$ cat src/rtl/issue_unit.sv
// Single-issue sequencer: accepts one instruction, feeds a registered external ALU,
// and writes the ALU result back into a 4x8 register file (r0 hardwired to zero).
module issue_unit (
  input  logic        clk,
  input  logic        rst_n,
  input  logic        instr_valid,
  input  logic [15:0] instr,
  output logic        instr_ready,
  output logic [2:0]  alu_op,
  output logic [7:0]  alu_a,
  output logic [7:0]  alu_b,
  input  logic [7:0]  alu_ans,
  output logic        wb_valid,
  output logic [1:0]  wb_addr,
  output logic [7:0]  wb_data,
  output logic        err,
  input  logic [1:0]  dbg_addr,
  output logic [7:0]  dbg_data
);

  typedef enum logic [1:0] {IDLE, EXEC, WB} state_t;

  localparam logic [2:0] OP_ILLEGAL = 3'b101;

  state_t      state_q, state_d;
  logic [7:0]  rf_q [4];
  logic [7:0]  rf_d [4];
  logic [2:0]  alu_op_q, alu_op_d;
  logic [7:0]  alu_a_q, alu_a_d;
  logic [7:0]  alu_b_q, alu_b_d;
  logic [1:0]  rd_q, rd_d;
  logic        wb_valid_q, wb_valid_d;
  logic [1:0]  wb_addr_q, wb_addr_d;
  logic [7:0]  wb_data_q, wb_data_d;
  logic        err_q, err_d;

  logic [2:0]  in_op;
  logic        in_imm;
  logic [1:0]  in_rd, in_rs, in_rt;
  logic [7:0]  in_imm8;

  assign in_op   = instr[15:13];
  assign in_imm  = instr[12];
  assign in_rd   = instr[11:10];
  assign in_rs   = instr[9:8];
  assign in_imm8 = instr[7:0];
  assign in_rt   = instr[1:0];

  function automatic logic [7:0] read_reg(input logic [1:0] addr, input logic [7:0] rf [4]);
    return (addr == 2'd0) ? 8'h00 : rf[addr];
  endfunction

  always_comb begin
    // NOTE: every signal gets a default before the case so no path leaves it
    // unassigned; a missing default here would infer a latch.
    state_d    = state_q;
    rf_d       = rf_q;
    alu_op_d   = alu_op_q;
    alu_a_d    = alu_a_q;
    alu_b_d    = alu_b_q;
    rd_d       = rd_q;
    wb_valid_d = 1'b0;
    wb_addr_d  = wb_addr_q;
    wb_data_d  = wb_data_q;
    err_d      = 1'b0;

    case (state_q)
      IDLE: begin
        if (instr_valid) begin
          if (in_op == OP_ILLEGAL) begin
            err_d = 1'b1;
          end else begin
            alu_op_d = in_op;
            alu_a_d  = read_reg(in_rs, rf_q);
            alu_b_d  = in_imm ? in_imm8 : read_reg(in_rt, rf_q);
            rd_d     = in_rd;
            state_d  = EXEC;
          end
        end
      end
      // The ALU samples alu_* on the EXEC->WB edge; alu_ans is valid during WB.
      EXEC: state_d = WB;
      WB: begin
        if (rd_q != 2'd0) rf_d[rd_q] = alu_ans;
        wb_valid_d = 1'b1;
        wb_addr_d  = rd_q;
        wb_data_d  = alu_ans;
        state_d    = IDLE;
      end
      default: state_d = IDLE;
    endcase
  end

  // NOTE: the register file is cleared by reset like any other flop because
  // software-visible state must read 0 immediately after reset.
  always_ff @(posedge clk or negedge rst_n) begin
    if (!rst_n) begin
      // NOTE: state is updated with non-blocking assignments so every flop
      // samples its _d value from before the edge.
      state_q    <= IDLE;
      for (int i = 0; i < 4; i++) rf_q[i] <= 8'h00;
      alu_op_q   <= 3'b000;
      alu_a_q    <= 8'h00;
      alu_b_q    <= 8'h00;
      rd_q       <= 2'd0;
      wb_valid_q <= 1'b0;
      wb_addr_q  <= 2'd0;
      wb_data_q  <= 8'h00;
      err_q      <= 1'b0;
    end else begin
      state_q    <= state_d;
      for (int i = 0; i < 4; i++) rf_q[i] <= rf_d[i];
      alu_op_q   <= alu_op_d;
      alu_a_q    <= alu_a_d;
      alu_b_q    <= alu_b_d;
      rd_q       <= rd_d;
      wb_valid_q <= wb_valid_d;
      wb_addr_q  <= wb_addr_d;
      wb_data_q  <= wb_data_d;
      err_q      <= err_d;
    end
  end

  assign instr_ready = (state_q == IDLE);
  assign alu_op      = alu_op_q;
  assign alu_a       = alu_a_q;
  assign alu_b       = alu_b_q;
  assign wb_valid    = wb_valid_q;
  assign wb_addr     = wb_addr_q;
  assign wb_data     = wb_data_q;
  assign err         = err_q;
  assign dbg_data    = read_reg(dbg_addr, rf_q);

endmodule

$ cat config.mk
export PLATFORM = sky130hd
export DESIGN_NAME = issue_unit
export DESIGN_NICKNAME = d
export VERILOG_FILES = /design/src/rtl/issue_unit.sv
export SDC_FILE = /design/constraint.sdc
export NUM_CORES = 1
export LEC_CHECK = 0
export BUFFER_PORTS_ARGS = -buffer_cell sky130_fd_sc_hd__buf_2
export CAP_MARGIN = 40
export CELL_PAD_IN_SITES_DETAIL_PLACEMENT = 1
export CELL_PAD_IN_SITES_GLOBAL_PLACEMENT = 1
export CORE_MARGIN = 10
export CORE_UTILIZATION = 45
export CTS_CLUSTER_DIAMETER = 200
export CTS_CLUSTER_SIZE = 30
export DETAILED_ROUTE_END_ITERATION = 6
export PLACE_DENSITY_LB_ADDON = 0.12
export SLEW_MARGIN = 20
export SYNTH_ARGS = -nofsm -noshare
export SYNTH_HDL_FRONTEND = slang
export SYNTH_SLANG_ARGS = --single-unit
$ cat constraint.sdc
create_clock -name clk -period 3.3 [get_ports clk]
set_input_delay 0.165 -clock clk [delete_from_list [all_inputs] [get_ports clk]]
set_output_delay 0.165 -clock clk [all_outputs]
set_load 0.1 [all_outputs]
### Word-level counts from Yosys, hierarchy flattened

Index checks and enable logic that the tools add are counted.

* eq/ne operators: 5
* mux-type cells: 23
* reductions and logical operators: 9
* magnitude comparators: 5
* bitwise logic cells: 5

Operators by type and width (number)
* $mux 8: 11
* $bmux 8 s2: 3
* $bwmux 32: 1
* $demux 8 s2: 1
* $ge 3x3->1 const B: 4
* $not 2->3: 4
* $logic_not 2->1: 4
* $mux 1: 4
* $mux 2: 2
* $ne 2x2->1 const B: 2
* $pmux 2 s2: 1
* $reduce_and 2->1: 2
* $eq 3x3->1 const B: 1
* $lt 3x1->1 const B: 1
* $reduce_and 3->1: 1
* $eq 2x1->1 const B: 1
* $eq 2x2->1 const B: 1
* $reduce_bool 2->1: 1
* $logic_and 1x1->1: 1
* $not 1->1: 1

* bits in registers: 67
* bits of input ports: 29
* logic and storage cells: 60

### Depth between registers and ports, before layout

* depth after elaboration: 6
* depth in mapped cells: 5

### Worst setup path before layout

Ideal clock, no wire load.

* path kind: input-to-output
* start: in dbg_addr[1]
* end: out dbg_data[0]
* arrival: 2.515 ns
* slack: 0.620 ns
* data required time: 3.135 ns
* cell stages on the path: 3
* path buffers: 1
* cells stage by stage: buf_2 -> nand2_1 -> o21ai_0

* word-level cells in the longest chain between the ends: 5
* elaborated cells on any way between the ends: 6
* those cells by class: mux: 4; bitwise: 1; reduce/logical: 1

Ends and longest elaborated chain
* start, declared: RTL line 17 `input logic [1:0] dbg_addr,`
* $not 2->3 (implied by the code): RTL line 50 `return (addr == 2'd0) ? 8'h00 : rf[addr];`
* $bmux 8 s2: RTL line 50
* $mux 8 (implied by the code) (2 in series): RTL line 50
* $mux 8 (*): RTL line 50
* end, declared: RTL line 18 `output logic [7:0] dbg_data`

Mark *: on every way between the ends. The rest lies on a longest branch, timed or not. The select of a mux whose other input is x is not followed.

### Worst setup path in the final report

* start: reg rf_q[5] in the netlist's numbering
* end: out dbg_data[5]

* word-level cells in the longest chain between the ends: 4

Ends and longest elaborated chain
* start, declared: RTL line 26 `logic [7:0] rf_q [4];`
* $bmux 8 s2: RTL line 50
* $mux 8 (implied by the code) (2 in series): RTL line 50
* $mux 8: RTL line 50

No other way between the ends. The select of a mux whose other input is x is not followed.

==> flow_summary.yaml <==
run_status:
  outcome: "finished, final reports clean"
die:
  start_util_pct: 46.09
  pin_count: 69
  fp.dieArea_mm2: 0.01013
  num_rows: 29
  core_area_mm2: 0.006350
  fp.dieH_um: 100.6
  die_x_um: 100.6
clocking:
  numCtsBuffers: 9
  clock_path_buffers: 2
  clkLatencyLatePin_ns: 0.33
  cts_sinks: 59
  cts_resized: 0
  postCtsSetupRepairBufs: 0
  cts_tree: "built"
  clkTransAtPathRegs_ns: 0.07
  ctsHtreeMaxLevel: 3
  root_buffer: "clkbuf_8"
critical_path:
  start_kind: "register"
  endpoint_kind: "output pin"
  worst-endpoint-required_ns: 3.13
  worstSetupPathType: "register to output pin"
  path_cells: "mux2_2, a22o_1, buf_2"
  cp_max_fo: 4
  cpPeakStageDelay_ns: 0.43
  slowest_stage: "dfrtp_1"
  path_delay_family: "flip-flops"
  crit_arrival_ns: 1.57
  critical_path_buf_inv_count: 1
routing:
  drtPass1Iterations: 4
  drtAntennaViolNets: 0
  wl_per_cell_um: 19.24
  vias: 2049
  drc: 0
  drt_iter0_markers: 67
  wirelength_mm: 7.406
  vias_per_cell: 5.322
min_path:
  hold_path_class: "input port to register"
global_route:
  grt_first_pass_wirelength_mm: 12.23
  grt_max_degree: 37
  overflow: 0
  antenna_found_initial: 0
  grt_pass1_vias: 2326
  grt_usage_pct: 15.32
place:
  dp.final_hpwl_mm: 5.655
  io_buffers: 68
  place_congestion: 0.7576
  pre_cts_ws_ns: 1.574
synth:
  synth-edff-count: 0
  synth-simple-area-share_pct: 11.71
  synthTopCellsByArea: "dfrtp_1 50%, mux2_2 15%, mux2_4 8.2%"
  synth_compound_area_share_pct: 8.209
  ys_seq_elements: 59
  synthMuxAreaShare_pct: 26.42
  netlist_area_mm2: 0.002927
  synthAdderAreaFrac_pct: 0
  yosysWarnings: 0
  yosysMostFrequentCell: "dfrtp_1"
  yosysTopAreaCell: "dfrtp_1"
  seq_area_frac_synth_pct: 50.45
  yosysUniqueCellTypes: 28
  async_reset_ff_share_pct: 100.0
  yosys.area.top_type_share_pct: 50.45
  yosys_most_used_dff: "dfrtp_1"
  synthTopCellsByCount: "59 x dfrtp_1, 38 x mux2_2, 37 x nand2_1, 16 x mux2_4, 15 x a22o_1"
  syn-num-nets: 261
  synth-xor-area-share_pct: 0
  synth_top_family_by_area: "multiplexers"
  syn_inst: 232
  avgSynthCellArea_um2: 12.61
final_layout:
  antenna_cells: 0
  multiInputGateArea_mm2: 0.001356
  seqCellArea_mm2: 0.001476
  nNetsFinal: 332
  fillers: 680
  post_route_cells_drive_above_1_share_pct: 47.73
  area_growth_syn_to_layout_pct: 20.95
timing:
  period_minus_slack_ns: 1.730
  min_period_over_period_pct: 52.43
  finalClockSkew_ns: 0.007382
  worstMarginPinSlew_ns: 0.5822
  final-setup-viol-count: 0
  rsz0062_at_grt: "false"
  finalMaxSlewViolations: 0
  setup_slack_ns: 1.570
  fmax_mhz: 577.9
  finalSetupTns_ns: 0
  hold_viol: 0
  max_slew_margin_pct: 61.11
flow_run:
  max-cap-violations: 0
-- area by class of cell --
class                      instances  share of cell area (%)
multi-input combinational        160                   38.32
timing repair buffer              71                   10.89
sequential                        59                   41.71
clock buffer                      12                   4.666
clock inverter                     4                   1.343
tap                               77                   2.722
inverter                           2                  0.3535
-- routing by layer --
| metal | global-route usage [%] | up-vias | wire [um] |
|---|---|---|---|
| li1 | - | 974 | - |
| met1 | 18.87 | 1013 | 3260 |
| met2 | 24.23 | 51 | 3618 |
| met3 | 4.458 | 11 | 440 |
| met4 | 6.848 | 0 | 85 |
| met5 | 0 | - | 0 |
-- what timing repair did --
action                                  4_1_cts  5_1_grt
hold buffers                                  1        0
endpoints found under the hold margin        35        0
endpoints found under the setup margin        0        0
-- final timing paths --
path,start,endpoint,slack [ns],cells past startpoint
setup reg to reg,state_q[0],rf_q[0],1.58,4
hold / removal,instr[11],rd_q[1],0.06,2
min in group asynchronous,rst_n,alu_a[2],0.30,2
hold reg to reg,wb_addr[0],wb_addr[0],0.48,2
setup / recovery,rf_q[5],dbg_data[5],1.57,3
max in group asynchronous,rst_n,rf_q[11],2.31,3
-- logic make-up after synthesis --
group	after synthesis
buf+inv	13
simple gates	65
flops	59
compound gates	31
mux	64
-- placed cells by master (no fill, tap or decap), types with 3 or more instances in the layout --
cell	count
nand2_1	37
mux2_2	38
mux2i_1	6
o21ai_0	5
a22o_1	15
nor2b_1	5
mux2_4	16
o221ai_1	6
nand2b_1	9
clkbuf_8	12
dfrtp_1	59
nand3b_1	3
buf_2	68
mux2_1	4
-- stage by stage --
| step | util [%] | instance area [um^2] | std cells | hold slack, ns |
|---|---|---|---|---|
| floorplan | - | 2927 | 232 | -0.1306 |
| global placement | 51.80 | 3289 | 367 | 0.3053 |
| detailed placement | 51.80 | 3289 | 367 | 0.3108 |
| CTS | 55.31 | 3512 | 384 | 0.05313 |
| global route | 55.74 | 3540 | 385 | 0.04922 |
| finish | 55.74 | 3540 | 385 | 0.06072 |
-- registers in the layout, summed over array words and instances, names as in the netlist --
signal and flops:
rf_q 24, alu_a 8, alu_b 8, wb_data 8
alu_op 3, rd_q 2, state_q 2, wb_addr 2
err 1, wb_valid 1
Power is not shown: default switching activity piles up to over one toggle a cycle in this logic, so the estimate is an artifact.
